===== config.mk =====
export PLATFORM = sky130hd
export DESIGN_NAME = router_fsm
export DESIGN_NICKNAME = d
export VERILOG_FILES = /design/src/rtl/router_fsm.sv
export SDC_FILE = /design/constraint.sdc
export NUM_CORES = 1
export LEC_CHECK = 0
export BUFFER_PORTS_ARGS = -buffer_cell sky130_fd_sc_hd__buf_2
export CORE_MARGIN = 2
export CORE_UTILIZATION = 30
export CTS_CLUSTER_SIZE = 8
export DETAILED_ROUTE_END_ITERATION = 12
export GPL_TIMING_DRIVEN = 0
export HOLD_SLACK_MARGIN = 0.1
export SLEW_MARGIN = 20
export SYNTH_ARGS = -nofsm -noshare
export SYNTH_HDL_FRONTEND = slang
export SYNTH_SLANG_ARGS = --single-unit

===== constraint.sdc =====
create_clock -name clk -period 4.55 [get_ports clk]
set_clock_uncertainty 0.1 [all_clocks]
set_input_delay 0.455 -clock clk [delete_from_list [all_inputs] [get_ports clk]]
set_output_delay 0.455 -clock clk [all_outputs]
set_load 0.005 [all_outputs]

===== src/rtl/router_fsm.sv =====
// Packet-reception controller for the 1x3 router: sequences header, payload,
// parity and full-stall phases and decodes the per-state strobes.
module router_fsm (
  input  logic       clk,
  input  logic       rst,
  input  logic       pkt_valid,
  input  logic [1:0] din,
  input  logic       parity_done,
  input  logic       low_pkt_valid,
  input  logic       fifo_full,
  input  logic       empty0,
  input  logic       empty1,
  input  logic       empty2,
  input  logic       sr0,
  input  logic       sr1,
  input  logic       sr2,
  output logic       detect_add,
  output logic       lfd_state,
  output logic       ld_state,
  output logic       laf_state,
  output logic       full_state,
  output logic       we_reg,
  output logic       rst_int_reg,
  output logic       busy
);

  typedef enum logic [2:0] {
    DECODE_ADDRESS     = 3'd0,
    LOAD_FIRST_DATA    = 3'd1,
    LOAD_DATA          = 3'd2,
    FIFO_FULL_STATE    = 3'd3,
    LOAD_AFTER_FULL    = 3'd4,
    LOAD_PARITY        = 3'd5,
    CHECK_PARITY_ERROR = 3'd6,
    WAIT_TILL_EMPTY    = 3'd7
  } state_t;

  state_t     state_q, state_d;
  logic [1:0] cur_addr_q, cur_addr_d;
  logic       hdr_ok;
  logic       din_empty;
  logic       cur_empty;
  logic       cur_sr;

  assign hdr_ok = pkt_valid && (din != 2'd3);

  // Port-select muxes: header address picks the FIFO while decoding,
  // the latched address is used for the rest of the packet.
  always_comb begin
    din_empty = 1'b0;
    cur_empty = 1'b0;
    cur_sr    = 1'b0;
    case (din)
      2'd0:    din_empty = empty0;
      2'd1:    din_empty = empty1;
      2'd2:    din_empty = empty2;
      default: din_empty = 1'b0;
    endcase
    case (cur_addr_q)
      2'd0:    begin cur_empty = empty0; cur_sr = sr0; end
      2'd1:    begin cur_empty = empty1; cur_sr = sr1; end
      2'd2:    begin cur_empty = empty2; cur_sr = sr2; end
      default: begin cur_empty = 1'b0;   cur_sr = 1'b0; end
    endcase
  end

  always_comb begin
    cur_addr_d = cur_addr_q;
    if (state_q == DECODE_ADDRESS && hdr_ok)
      cur_addr_d = din;
  end

  always_ff @(posedge clk or negedge rst) begin
    if (!rst) begin
      state_q    <= DECODE_ADDRESS;
      cur_addr_q <= 2'd0;
    end else begin
      state_q    <= state_d;
      cur_addr_q <= cur_addr_d;
    end
  end

  always_comb begin
    state_d = state_q;
    case (state_q)
      DECODE_ADDRESS:
        if (hdr_ok) state_d = din_empty ? LOAD_FIRST_DATA : WAIT_TILL_EMPTY;
      LOAD_FIRST_DATA:
        state_d = LOAD_DATA;
      LOAD_DATA:
        if (fifo_full)       state_d = FIFO_FULL_STATE;
        else if (!pkt_valid) state_d = LOAD_PARITY;
      FIFO_FULL_STATE:
        if (!fifo_full) state_d = LOAD_AFTER_FULL;
      LOAD_AFTER_FULL:
        if (parity_done)        state_d = DECODE_ADDRESS;
        else if (low_pkt_valid) state_d = LOAD_PARITY;
        else                    state_d = LOAD_DATA;
      LOAD_PARITY:
        state_d = CHECK_PARITY_ERROR;
      CHECK_PARITY_ERROR:
        state_d = fifo_full ? FIFO_FULL_STATE : DECODE_ADDRESS;
      WAIT_TILL_EMPTY:
        if (cur_empty) state_d = LOAD_FIRST_DATA;
      default:
        state_d = DECODE_ADDRESS;
    endcase
    // A read timeout on the active port abandons the packet from any phase.
    if (state_q != DECODE_ADDRESS && cur_sr)
      state_d = DECODE_ADDRESS;
  end

  always_comb begin
    detect_add  = 1'b0;
    lfd_state   = 1'b0;
    ld_state    = 1'b0;
    laf_state   = 1'b0;
    full_state  = 1'b0;
    we_reg      = 1'b0;
    rst_int_reg = 1'b0;
    busy        = 1'b1;
    case (state_q)
      DECODE_ADDRESS:     begin detect_add = 1'b1; busy = 1'b0; end
      LOAD_FIRST_DATA:    lfd_state = 1'b1;
      LOAD_DATA:          begin ld_state = 1'b1; we_reg = 1'b1; busy = 1'b0; end
      FIFO_FULL_STATE:    full_state = 1'b1;
      LOAD_AFTER_FULL:    begin laf_state = 1'b1; we_reg = 1'b1; end
      LOAD_PARITY:        we_reg = 1'b1;
      CHECK_PARITY_ERROR: rst_int_reg = 1'b1;
      default:            busy = 1'b1;
    endcase
  end

endmodule

Word-level counts from Yosys, hierarchy flattened:

Index checks and enable logic that the tools add are counted.

* register bits after elaboration: 5
* input port bits: 14

* multiplexer cells: 22
* reductions and logical operators: 10
* equal/unequal tests: 16

Operator list (number)
* 3-bit two-way mux: 9
* 3-bit case mux with 8 select lines: 1
* 3-bit equality test (second input constant): 4
* 1-bit case mux with 3 select lines: 3
* 1-bit two-way mux: 8
* 3-bit by 2-bit equality test with 1-bit output (second input constant): 2
* 3-bit != test (second input constant): 2
* 2-bit by 1-bit equality test with 1-bit output (second input constant): 2
* 2-bit equality test (second input constant): 2
* 2-bit zero test: 2
* 4-bit != test (second input constant): 1
* 4-bit AND reduction: 1
* 3-bit by 1-bit equality test with 1-bit output (second input constant): 1
* 1-bit logical AND: 3
* 3-bit zero test: 1
* 3-bit by 2-bit != test with 1-bit output (second input constant): 1
* 3-bit nonzero test: 1
* 3-bit OR reduction: 1
* 2-bit two-way mux: 1
* 2-bit != test (second input constant): 1
* 2-bit OR reduction: 1

Depth between registers and ports, before layout:

Gate-level depths: netlist of run 1.

* word-level depth: 6
* gate-level depth with buffers: 5
* depth with buffers taken out: 4

Least setup slack after synthesis of run 1:

Ideal clock, no wire load.

* path kind: reg2out
* from: register state_q[2]
* to: output we_reg
* stages on the path, launching flop included: 5
* path slack: 2.949 ns
* required time: 3.995 ns
* path buffers: 1
* arrival: 1.046 ns
* path through: dfrtp_1 -> buf_2 -> or2_4 -> nor2_1 -> a21o_1

* longest elaborated chain between the ends: 3
* elaborated cells between the ends (all ways): 5
* classes of those cells: eq/ne (3); mux (1); reduce/logical (1)

RTL lines
* start: declaration: line 38 `state_t state_q, state_d;`
* start signal: assignment: line 78 `state_q <= state_d;`
* 3-bit equality test or 3-bit by 2-bit equality test with 1-bit output (tied branches): line 122 `case (state_q)`
* 3-bit OR reduction (no source line) (*)
* 1-bit two-way mux (*): line 122
* end: declaration: line 22 `output logic we_reg,`

Mark *: on every way between the ends. The rest lies on a longest branch, timed or not.

Worst setup path in the final report of run 1:

Ends and elaborated chain as after synthesis.

==> results of run 1 <==
## worst max-delay path: stages, from the launching register on
cell and delay, ns:
dfrtp_1 0.37, buf_2 0.18, or2_4 0.28, nor2_1 0.12, a21o_1 0.09, buf_2 0.10
## metal layers
layer  up-vias  GRT usage, %  routed length (um)
li1        265             -                   -
met1       237          14.4                 574
met2        12          21.4                 543
met3         0          3.57                  46
met4         0          1.71                   0
met5         -             0                   0
## layout by cell type (no fill, tap or decap), types with 2 or more instances in the layout
master,count
buf_6,2
nand2_1,2
clkbuf_4,3
dfrtp_1,5
nor3b_1,3
a21oi_1,2
a22oi_1,2
mux2i_1,2
inv_1,2
nor2_1,4
buf_2,22
a21o_1,2
o21ai_0,3
nor2b_1,3
o21a_1,3
## power breakdown
part	internal, uW	switching (uW)	total, uW
clock network	33.0	16.0	49.1
registers	67.1	16.9	84.0
logic	139	140	278
## cell type report
class	count	share of cell area (%)
Multi-Input combinational cell	47	53.1
Inverter	2	1.09
Tap cell	17	3.09
Timing Repair Buffer	22	16.7
Sequential cell	5	18.2
Clock buffer	4	3.82
Buffer	3	4.00
## through the flow
step	hold WS, ns	power, uW
final	0.449	412
after detailed placement	0.171	365
after global placement	0.172	361
after CTS	0.446	418
after global routing	0.449	450
after floorplan	0.0594	290
## cells in the mapped netlist (all sizes together)
cell type	count
dfrtp	5
nor2	4
buf	3
nor2b	3
nor3b	3
o21a	3
o21ai	3
or2	3
a211oi	2
a21o	2
a21oi	2
a221oi	2
a22oi	2
inv	2
mux2	2
mux2i	2
nand2	2
a211o	1
a21bo	1
a221o	1
and2	1
nand2b	1
nand3	1
nand3b	1
nor3	1
nor4b	1
o21ba	1
o31ai	1
or3b	1
## registers in the layout (all words and copies together), names as in the netlist
name,count
cur_addr_q,2
state_q,3
## cell families (layout without fill, tap and decap cells)
family          Yosys count  after routing
mux                       4              4
simple gates             22             22
buf+inv                   5             31
flops                     5              5
compound gates           21             21
## worst min path at each step
stage	slack [ns]	cells past startpoint	endpoint	startpoint
final	0.45	3	cur_addr_q[0]	din[0]
after global routing	0.45	3	cur_addr_q[0]	din[0]
after CTS	0.45	2	cur_addr_q[1]	rst
after detailed placement	0.17	1	cur_addr_q[1]	rst
after global placement	0.17	1	cur_addr_q[1]	rst
after floorplan	0.06	0	cur_addr_q[0]	rst
==> impl_results.md, run 1 <==
* R2R Path Start: state_q[0]
* Via density at 5.14
* Setup crit end: we_reg
* Post-Synth Adder-Cell Area at 0%
* Fin. Hold Viols at 0
* Core area at 0.00169 mm2
* Headroom to the max-slew limit at 71.6%
* Layout Cells excl Fill at 100
* Compound-Gate Fraction of Synth Area at 35.2%
* RSZ-0062 raised after global routing: false
* Period utilisation layout at 42.5%
* Share of layout cells above drive strength 1 at 42.2%
* Fin. max-slew vios at 0
* Total GRT Usage at 12.0%
* Largest cells by area after synthesis: dfrtp_1, a221oi_4, buf_6
* Critical Path Fanout Max at 10
* Synthesis Warnings at 0
* Simple-gate share of the synthesized area at 26.2%
* Largest family of logic cells by synthesized area: compound AO/OA/AOI/OAI gates
* Power Density at 598 mW/mm2
* Area added between synthesis and finish at 31.0%
* Starting DRT DRC Count at 3
* Routed Antenna Nets at 0
* First-pass GRT wire length at 1.88 mm
* Placed Area at 652 um2
* DRC at 0
* Post-synth top area share at 23.8%
* Routability Congestion at 0.800
* Final setup fails at 0
* H-tree levels at 1
* Post-Synthesis Cell Area at 526 um2
* Setup bufs post-CTS at 0
* Setup WS pre-CTS at 2.76 ns
* Critical Path Start: state_q[2]
* Xor-xnor portion of the synthesized cell area at 0%
* Final WL at 1.16 mm
* Post-Syn Area per Cell at 9.22 um2
* CTS sink count at 5
* Vias at 514
* WL/cell at 11.6 um
* Ant diodes at 0
* TritonCTS clock tree: built
* Seq. cell area at 125 um2
* Fmax at 517 MHz
* Setup ws final at 2.62 ns
* Final Core Density at 40.7%
* Die Y-Extent at 45.9 um
* Yosys reg bits at 5
* Cells after Synth at 57
* Setup CP Type: reg -> out
* Worst skew pair latency at 0.24 ns
* Peak VDD IR at 229 uV
* Leakage power at 0.000323 uW
* Number of global-route vias before repair at 472
* Worst Setup End Kind: output port
* I/O Buffers at 21
* Post-CTS Resized at 0
* Reg2Reg Setup Slack at 2.89 ns
* Worst hold path type: in -> reg
* Antenna violations before repair at 0
* GR Overflow Total at 0
* Crit start category: flip-flop
* Critical Path RT at 3.99 ns
* Run status: completed
* Filler cells at 186
* Setup_tns at 0 ns
* Drt pass-1 iters at 4
* Multi-input combinational cell area at 365 um2
* Ports at 22
* CTS Buffer Depth at 2
* Placed insts at 95
* FP Rows at 15
* Synth area leader: dfrtp_1
* Clk Tree Root Cell: clkbuf_4
* Synthesized Nets at 71
* Worst-Margin Slew at 0.423 ns
* Final instance area at 688 um2
* R2R cell count at 4
* Die area at 0.00210 mm2
* Max_cap viols at 0
* Clk slew on worst S/H paths at 0.04 ns
* Post-layout min period at 1.93 ns
* R2r endpoint: state_q[1]
* Total CTS buffers at 3
* Multiplexer share of the synthesized area at 8.10%
* Die width at 45.9 um
* Initial Util at 31.1%
* Netlist cell types at 35
* Critical Path AT at 1.38 ns
* Sequential share of the synthesized area at 23.8%
* Post-DP HPWL at 949 um
* Nets at 98
* Hold_buf cts at 1
* Largest net degree at the start of global routing at 11
Note: power is estimated with default switching activity, not from simulation.
==> inputs of run 2 (changes only) <==
ABC_AREA = 1   (was unset)
clock period = 1.8 ns   (was 4.55 ns; I/O delays follow)
==> run 2 against run 1 <==
First-iteration DRC count grew to 6.0 times the previous value. Flip-flop and latch count unchanged. Hold slack worse by 0.33 ns. Synthesized area grew 1.7%. Non-clock buffer count unchanged. Count of clock-buffer cells in the layout unchanged. Final cell count grew 38%. Critical path type unchanged. Via count increased by 22%.
==> impl_results.md, run 2 <==
* Core area at 0.00171 mm2 (was 0.00169 mm2)
* Fmax at 643 MHz
* Routability Congestion at 0.827 (was 0.800)
* Worst skew pair latency at 0.24 ns (about the same)
* Ant diodes at 0 (unchanged)
* Hold_ws at 0.122 ns (was 0.449 ns)
* RSZ-0062 raised after global routing: false (unchanged)
* Synth Flop Type: dfrtp_1 (unchanged)
* Crit start category: flip-flop (unchanged)
* Setup_tns at 0 ns (unchanged)
* Count leader, synth: nand2_1 (was dfrtp_1)
* Yosys reg bits at 5 (unchanged)
* Register with the most flip-flops: state_q (unchanged)
* Post-synth ARST share at 100% (unchanged)
* Number of flops mapped to enable cells by yosys at 0 (unchanged)
* First-pass GRT wire length at 2.35 mm (was 1.88 mm)
* Clk slew on worst S/H paths at 0.04 ns (about the same)
* Share of layout cells above drive strength 1 at 37.2% (was 42.2%)
* Commonest non-fill, non-tap cell in the layout: nand2_1 (was buf_2)
* Ports at 22 (unchanged)
* Power Density at 1570 mW/mm2 (was 598 mW/mm2)
* Post-DP HPWL at 1.03 mm (was 949 um)
* Largest cells by area after synthesis: dfrtp_1, nand2_1, nand3_1 (was dfrtp_1, a221oi_4, buf_6)
* Post-CTS Resized at 0 (unchanged)
* Routed Antenna Nets at 0 (unchanged)
* Synthesis Warnings at 0 (unchanged)
* Drt pass-1 iters at 4 (unchanged)
* Sequential share of the synthesized area at 23.4% (was 23.8%)
* Critical Path Fanout Max at 8 (was 10)
* Nets at 128 (was 98)
* Total GRT Usage at 15.2% (was 12.0%)
* Max reg flops at 3 (unchanged)
* Worst Setup End Kind: output port (unchanged)
* Die Y-Extent at 46.2 um (was 45.9 um)
* Peak VDD IR at 471 uV (was 229 uV)
* Starting DRT DRC Count at 18 (was 3)
* Run status: completed (unchanged)
* DRC at 0 (unchanged)
* TritonCTS clock tree: built (unchanged)
* Initial Util at 31.3% (was 31.1%)
* Total CTS buffers at 3 (unchanged)
* Cell family with most CP delay: flip-flops (was simple AND/OR/NAND/NOR gates)
* Post-synth top area share at 23.4% (was 23.8%)
* Worst hold path type: in -> reg (unchanged)
* Period utilisation layout at 86.4%
* Die width at 46.2 um (was 45.9 um)
* Final setup fails at 0 (unchanged)
* Area added between synthesis and finish at 34.2% (was 31.0%)
* Antenna violations before repair at 0 (unchanged)
* Commonest cells after routing, fill and taps aside: nand2_1, buf_2, nand3_1, inv_1 (was buf_2, dfrtp_1, nor2_1)
* Setup CP Type: reg -> out (unchanged)
* GR Overflow Total at 0 (unchanged)
* Max_cap viols at 0 (unchanged)
* Post-layout min period at 1.55 ns
* Final WL at 1.26 mm (was 1.16 mm)
* Hold_buf cts at 2 (was 1)
* Setup bufs post-CTS at 0 (unchanged)
* Fin. Hold Viols at 0 (unchanged)
* Setup WS pre-CTS at 0.406 ns (was 2.76 ns)
* Cells after Synth at 86 (was 57)
* Filler cells at 193 (was 186)
* Netlist cell types at 20 (was 35)
* Multi-input combinational cell area at 343 um2 (was 365 um2)
* Worst path cell trace: buf_6, inv_4, nand2_2, nor2_2, o21bai_1, buf_2 (was buf_2, or2_4, nor2_1, a21o_1, buf_2)
* Post-Syn Area per Cell at 6.21 um2 (was 9.22 um2)
* FP Rows at 15 (unchanged)
* CTS sink count at 5 (unchanged)
* Synthesized Nets at 100 (was 71)
* Clk Tree Root Cell: clkbuf_4 (unchanged)
* Post-Synthesis Cell Area at 534 um2 (was 526 um2)
* Vias at 625 (was 514)
* Post-synth top cells: nand2_1, nand3_1, inv_1 (was dfrtp_1, nor2_1)
* CTS Buffer Depth at 2 (unchanged)
* Fin. max-slew vios at 0 (unchanged)
* Critical Path RT at 1.52 ns (was 3.99 ns)
* Leakage power at 0.000419 uW (was 0.000323 uW)
* Headroom to the max-slew limit at 84.5% (was 71.6%)
* I/O Buffers at 21 (unchanged)
* WL/cell at 9.09 um (was 11.6 um)
* Largest net degree at the start of global routing at 11 (unchanged)
* Crit path max-delay cell type: dfrtp_1 (unchanged)
* Seq. cell area at 125 um2 (unchanged)
* H-tree levels at 1 (unchanged)
* Max incr delay on CP at 0.36 ns (was 0.37 ns)
* Die area at 0.00213 mm2 (was 0.00210 mm2)
* Biggest regs: state_q (3), cur_addr_q (2) (unchanged)
* Number of global-route vias before repair at 586 (was 472)
* Setup ws final at 0.245 ns (was 2.62 ns)
* Critical Path AT at 1.27 ns (was 1.38 ns)
* Via density at 4.53 (was 5.14)
* Reg2Reg Setup Slack at 0.40 ns (was 2.89 ns)
* Worst-Margin Slew at 0.233 ns (was 0.423 ns)
* Synth area leader: dfrtp_1 (unchanged)
* Worst path bufs/invs at 3 (was 2)
run 2: final timing paths:
check                      startpoint             to  cells after the start
setup / recovery           state_q[0]         we_reg                      6
hold / removal                 din[1]  cur_addr_q[1]                      3
setup reg to reg           state_q[0]     state_q[2]                      9
hold reg to reg            state_q[0]     state_q[0]                      3
max in group asynchronous         rst     state_q[1]                      2
min in group asynchronous         rst  cur_addr_q[0]                      2
run 2: area by class of cell:
| type | count | share of cell area [%] |
|---|---|---|
| tap | 25 | 4.36 |
| clock buffer | 4 | 3.66 |
| buffer | 2 | 2.62 |
| timing repair buffer | 23 | 17.5 |
| sequential | 5 | 17.5 |
| inverter | 12 | 6.63 |
| multi-input combinational | 67 | 47.8 |
run 2: layer usage:
metal / routed length (um) / global-route usage (%) / share of wire [%]
met5: 0 / 0 / 0
met4: 0 / 8.57 / 0
met3: 20 / 1.18 / 1.6
met2: 636 / 23.1 / 51
met1: 598 / 20.9 / 48
run 2: per-stage QoR:
stage / area, um2 / instances / total power (uW) / utilization (%)
5_1_grt: 717 / 138 / 1280 / 42.0
3_5_place_dp: 671 / 132 / 1000 / 39.3
6_report: 717 / 138 / 1130 / 42.0
4_1_cts: 717 / 138 / 1140 / 42.0
3_3_place_gp: 671 / 132 / 998 / 39.3
2_1_floorplan: 534 / 86 / 793 / -
run 2: worst reg2reg max path, cell delays in order (launching register included):
cell and delay [ns]:
dfrtp_1 0.36, buf_6 0.14, inv_4 0.06, nand2_2 0.06, nor2_2 0.17, nand3_2 0.09, nand2_2 0.09, nand2_2 0.07
nand2_1 0.05, o21ai_0 0.08
run 2: kinds of logic (layout without fill, tap and decap cells):
kind of cell           Yosys count  after routing  share of synthesized area, %
buffers and inverters           14             41                          12.4
flip-flops                       5              5                          23.4
AND/OR/NAND/NOR                 59             59                          55.5
AO/OA/AOI/OAI                    8              8                          8.67
run 2: power by group:
part | internal, uW | switching (uW)
sequential | 171 | 53.2
clock | 83.6 | 42.8
combinational | 311 | 465
total | 566 | 561
==> inputs of run 3 (changes only) <==
CORE_AREA = 2 2 39 41   (was unset)
CORE_MARGIN = unset   (was 2)
CORE_UTILIZATION = unset   (was 30)
DIE_AREA = 0 0 41 43   (was unset)
HOLD_SLACK_MARGIN = unset   (was 0.1)
PLACE_DENSITY = 0.69   (was unset)
==> run 3 against run 2 <==
Fmax rose by 0.82%. Non-clock buffer count fell by 1. Via count fell by 0.80%. Sequential share of layout area rose by 0.53 points. First-iteration DRC count fell by 61%. Flip-flop and latch count did not move. Register-to-register slack improved by 0.02 ns. Wire length fell by 1.8%. Critical endpoint unchanged. Largest cell class unchanged. Highest routed layer unchanged.
==> impl_results.md, run 3 (synthesis results as in run 2) <==
* Core area at 0.00138 mm2 (was 0.00171 mm2)
* Final setup fails at 0 (unchanged)
* Setup_tns at 0 ns (unchanged)
* Multi-input combinational cell area at 343 um2 (unchanged)
* Fin. max-slew vios at 0 (unchanged)
* Commonest cells after routing, fill and taps aside: nand2_1, buf_2, nand3_1, inv_1 (unchanged)
* WL/cell at 9.63 um (was 9.09 um)
* TritonCTS clock tree: built (unchanged)
* H-tree levels at 1 (unchanged)
* RSZ-0062 raised after global routing: false (unchanged)
* Worst hold path type: in -> reg (unchanged)
* CTS Buffer Depth at 2 (unchanged)
* Register with the most flip-flops: state_q (unchanged)
* Drt pass-1 iters at 4 (unchanged)
* Worst path cell trace: buf_6, inv_4, nand2_2, nor2_2, o21bai_1, buf_2 (unchanged)
* Clk slew on worst S/H paths at 0.04 ns (about the same)
* CTS sink count at 5 (unchanged)
* Max reg flops at 3 (unchanged)
* Commonest non-fill, non-tap cell in the layout: nand2_1 (unchanged)
* Setup crit end: we_reg (unchanged)
* Reg2Reg Setup Slack at 0.42 ns (was 0.40 ns)
* Die area at 0.00176 mm2 (was 0.00213 mm2)
* Routability Congestion at 0.903 (was 0.827)
* Worst-Margin Slew at 0.211 ns (was 0.233 ns)
* Power Density at 1620 mW/mm2 (was 1570 mW/mm2)
* Routed Antenna Nets at 0 (unchanged)
* Total GRT Usage at 17.2% (was 15.2%)
* DR top layer: met3 (unchanged)
* Final WL at 1.23 mm (was 1.26 mm)
* Seq. cell area at 125 um2 (unchanged)
* Final Core Density at 50.3% (was 42.0%)
* Share of layout cells above drive strength 1 at 37.5% (was 37.2%)
* R2R cell count at 8 (was 9)
* First-pass GRT wire length at 2.10 mm (was 2.35 mm)
* FP Rows at 14 (was 15)
* Period utilisation layout at 85.7% (was 86.4%)
* WL met2 at 628 um (was 636 um)
* Vias at 620 (was 625)
* Clk Tree Root Cell: clkbuf_4 (unchanged)
* Crit start category: flip-flop (unchanged)
* I/O Buffers at 21 (unchanged)
* Crit path max-delay cell type: dfrtp_1 (unchanged)
* Setup CP Type: reg -> out (unchanged)
* Largest net degree at the start of global routing at 11 (unchanged)
* Area added between synthesis and finish at 30.2% (was 34.2%)
* Critical Path AT at 1.26 ns (was 1.27 ns)
* Biggest regs: state_q (3), cur_addr_q (2) (unchanged)
* Filler cells at 152 (was 193)
* Initial Util at 38.6% (was 31.3%)
* Fin. Hold Viols at 0 (unchanged)
* R2R Path Start: state_q[0] (unchanged)
* Leakage power at 0.000415 uW (was 0.000419 uW)
* Critical Path Start: state_q[0] (unchanged)
* DRC at 0 (unchanged)
* Ant diodes at 0 (unchanged)
* Die Y-Extent at 43 um (was 46.2 um)
* Headroom to the max-slew limit at 85.9% (was 84.5%)
* Starting DRT DRC Count at 7 (was 18)
* GR Overflow Total at 0 (unchanged)
* Post-CTS Resized at 0 (unchanged)
* Antenna violations before repair at 0 (unchanged)
* Post-DP HPWL at 1.06 mm (was 1.03 mm)
* Nets at 127 (was 128)
* Worst Setup End Kind: output port (unchanged)
* Ports at 22 (unchanged)
* Fmax at 648 MHz (was 643 MHz)
* Critical Path RT at 1.52 ns (about the same)
* M1 WL at 552 um (was 598 um)
* Max incr delay on CP at 0.36 ns (about the same)
* Setup WS pre-CTS at 0.406 ns (about the same)
* Via density at 4.84 (was 4.53)
* Setup ws final at 0.258 ns (was 0.245 ns)
* Number of global-route vias before repair at 543 (was 586)
* Post-layout min period at 1.54 ns (was 1.55 ns)
* Max_cap viols at 0 (unchanged)
* Worst skew pair latency at 0.23 ns (was 0.24 ns)
* Total CTS buffers at 3 (unchanged)
* DR WL met3 at 52 um (was 20 um)
* Peak VDD IR at 586 uV (was 471 uV)
* Critical Path Fanout Max at 8 (unchanged)
* Run status: completed (unchanged)
* Die width at 41 um (was 46.2 um)
* R2r endpoint: state_q[2] (unchanged)
## run 3: changes by cell type in the layout (fill, tap and decap cells not counted)
cell           change
dlygate4sd3_1      -1
## run 3: critical path, delay by kind of cell (launching register included)
kind | cells | cell delay, ns
flops | 1 | 0.36
buf+inv | 3 | 0.32
simple gates | 2 | 0.22
compound gates | 1 | 0.13
## run 3: worst min-delay path by stage
stage	endpoint	slack [ns]	depth (start not counted)	from
floorplan	cur_addr_q[0]	-0.22	0	rst
global placement	cur_addr_q[1]	-0.11	1	rst
detailed placement	cur_addr_q[1]	-0.11	1	rst
CTS	cur_addr_q[0]	0.11	3	din[0]
global route	cur_addr_q[0]	0.14	3	din[0]
finish	cur_addr_q[0]	0.11	3	din[0]
## run 3: metrics by stage
step                hold slack, ns  total power [uW]  cell area, um2  std cells
floorplan                   -0.216               793             534         86
global placement            -0.108               990             659        123
detailed placement          -0.106              1010             659        123
CTS                          0.115              1130             696        128
global route                 0.135              1260             696        128
finish                       0.113              1130             696        128
## run 3: routing by layer
metal | GRT usage, % | vias up
li1 | - | 332
met4 | 6.67 | 0
met2 | 26.6 | 18
met3 | 3.66 | 0
met5 | 0 | -
met1 | 22.4 | 270
## run 3: where the power goes
part	leakage [uW]	total [uW]	internal, uW	switching [uW]
registers	0.0000617	221	171	50.0
logic	0.000338	779	309	470
clock network	0.0000150	125	83.5	41.0
## run 3: what timing repair did
action	in CTS	in global routing
buffers inserted	0	0
endpoints found under the hold margin	5	0
hold buffers	1	0
## run 3: area by class of cell
class / instances / area share (%)
clock buffer: 4 / 3.78
tap: 16 / 2.88
inverter: 12 / 6.83
timing repair buffer: 22 / 16.5
buffer: 2 / 2.70
sequential: 5 / 18.0
multi-input combinational: 67 / 49.3
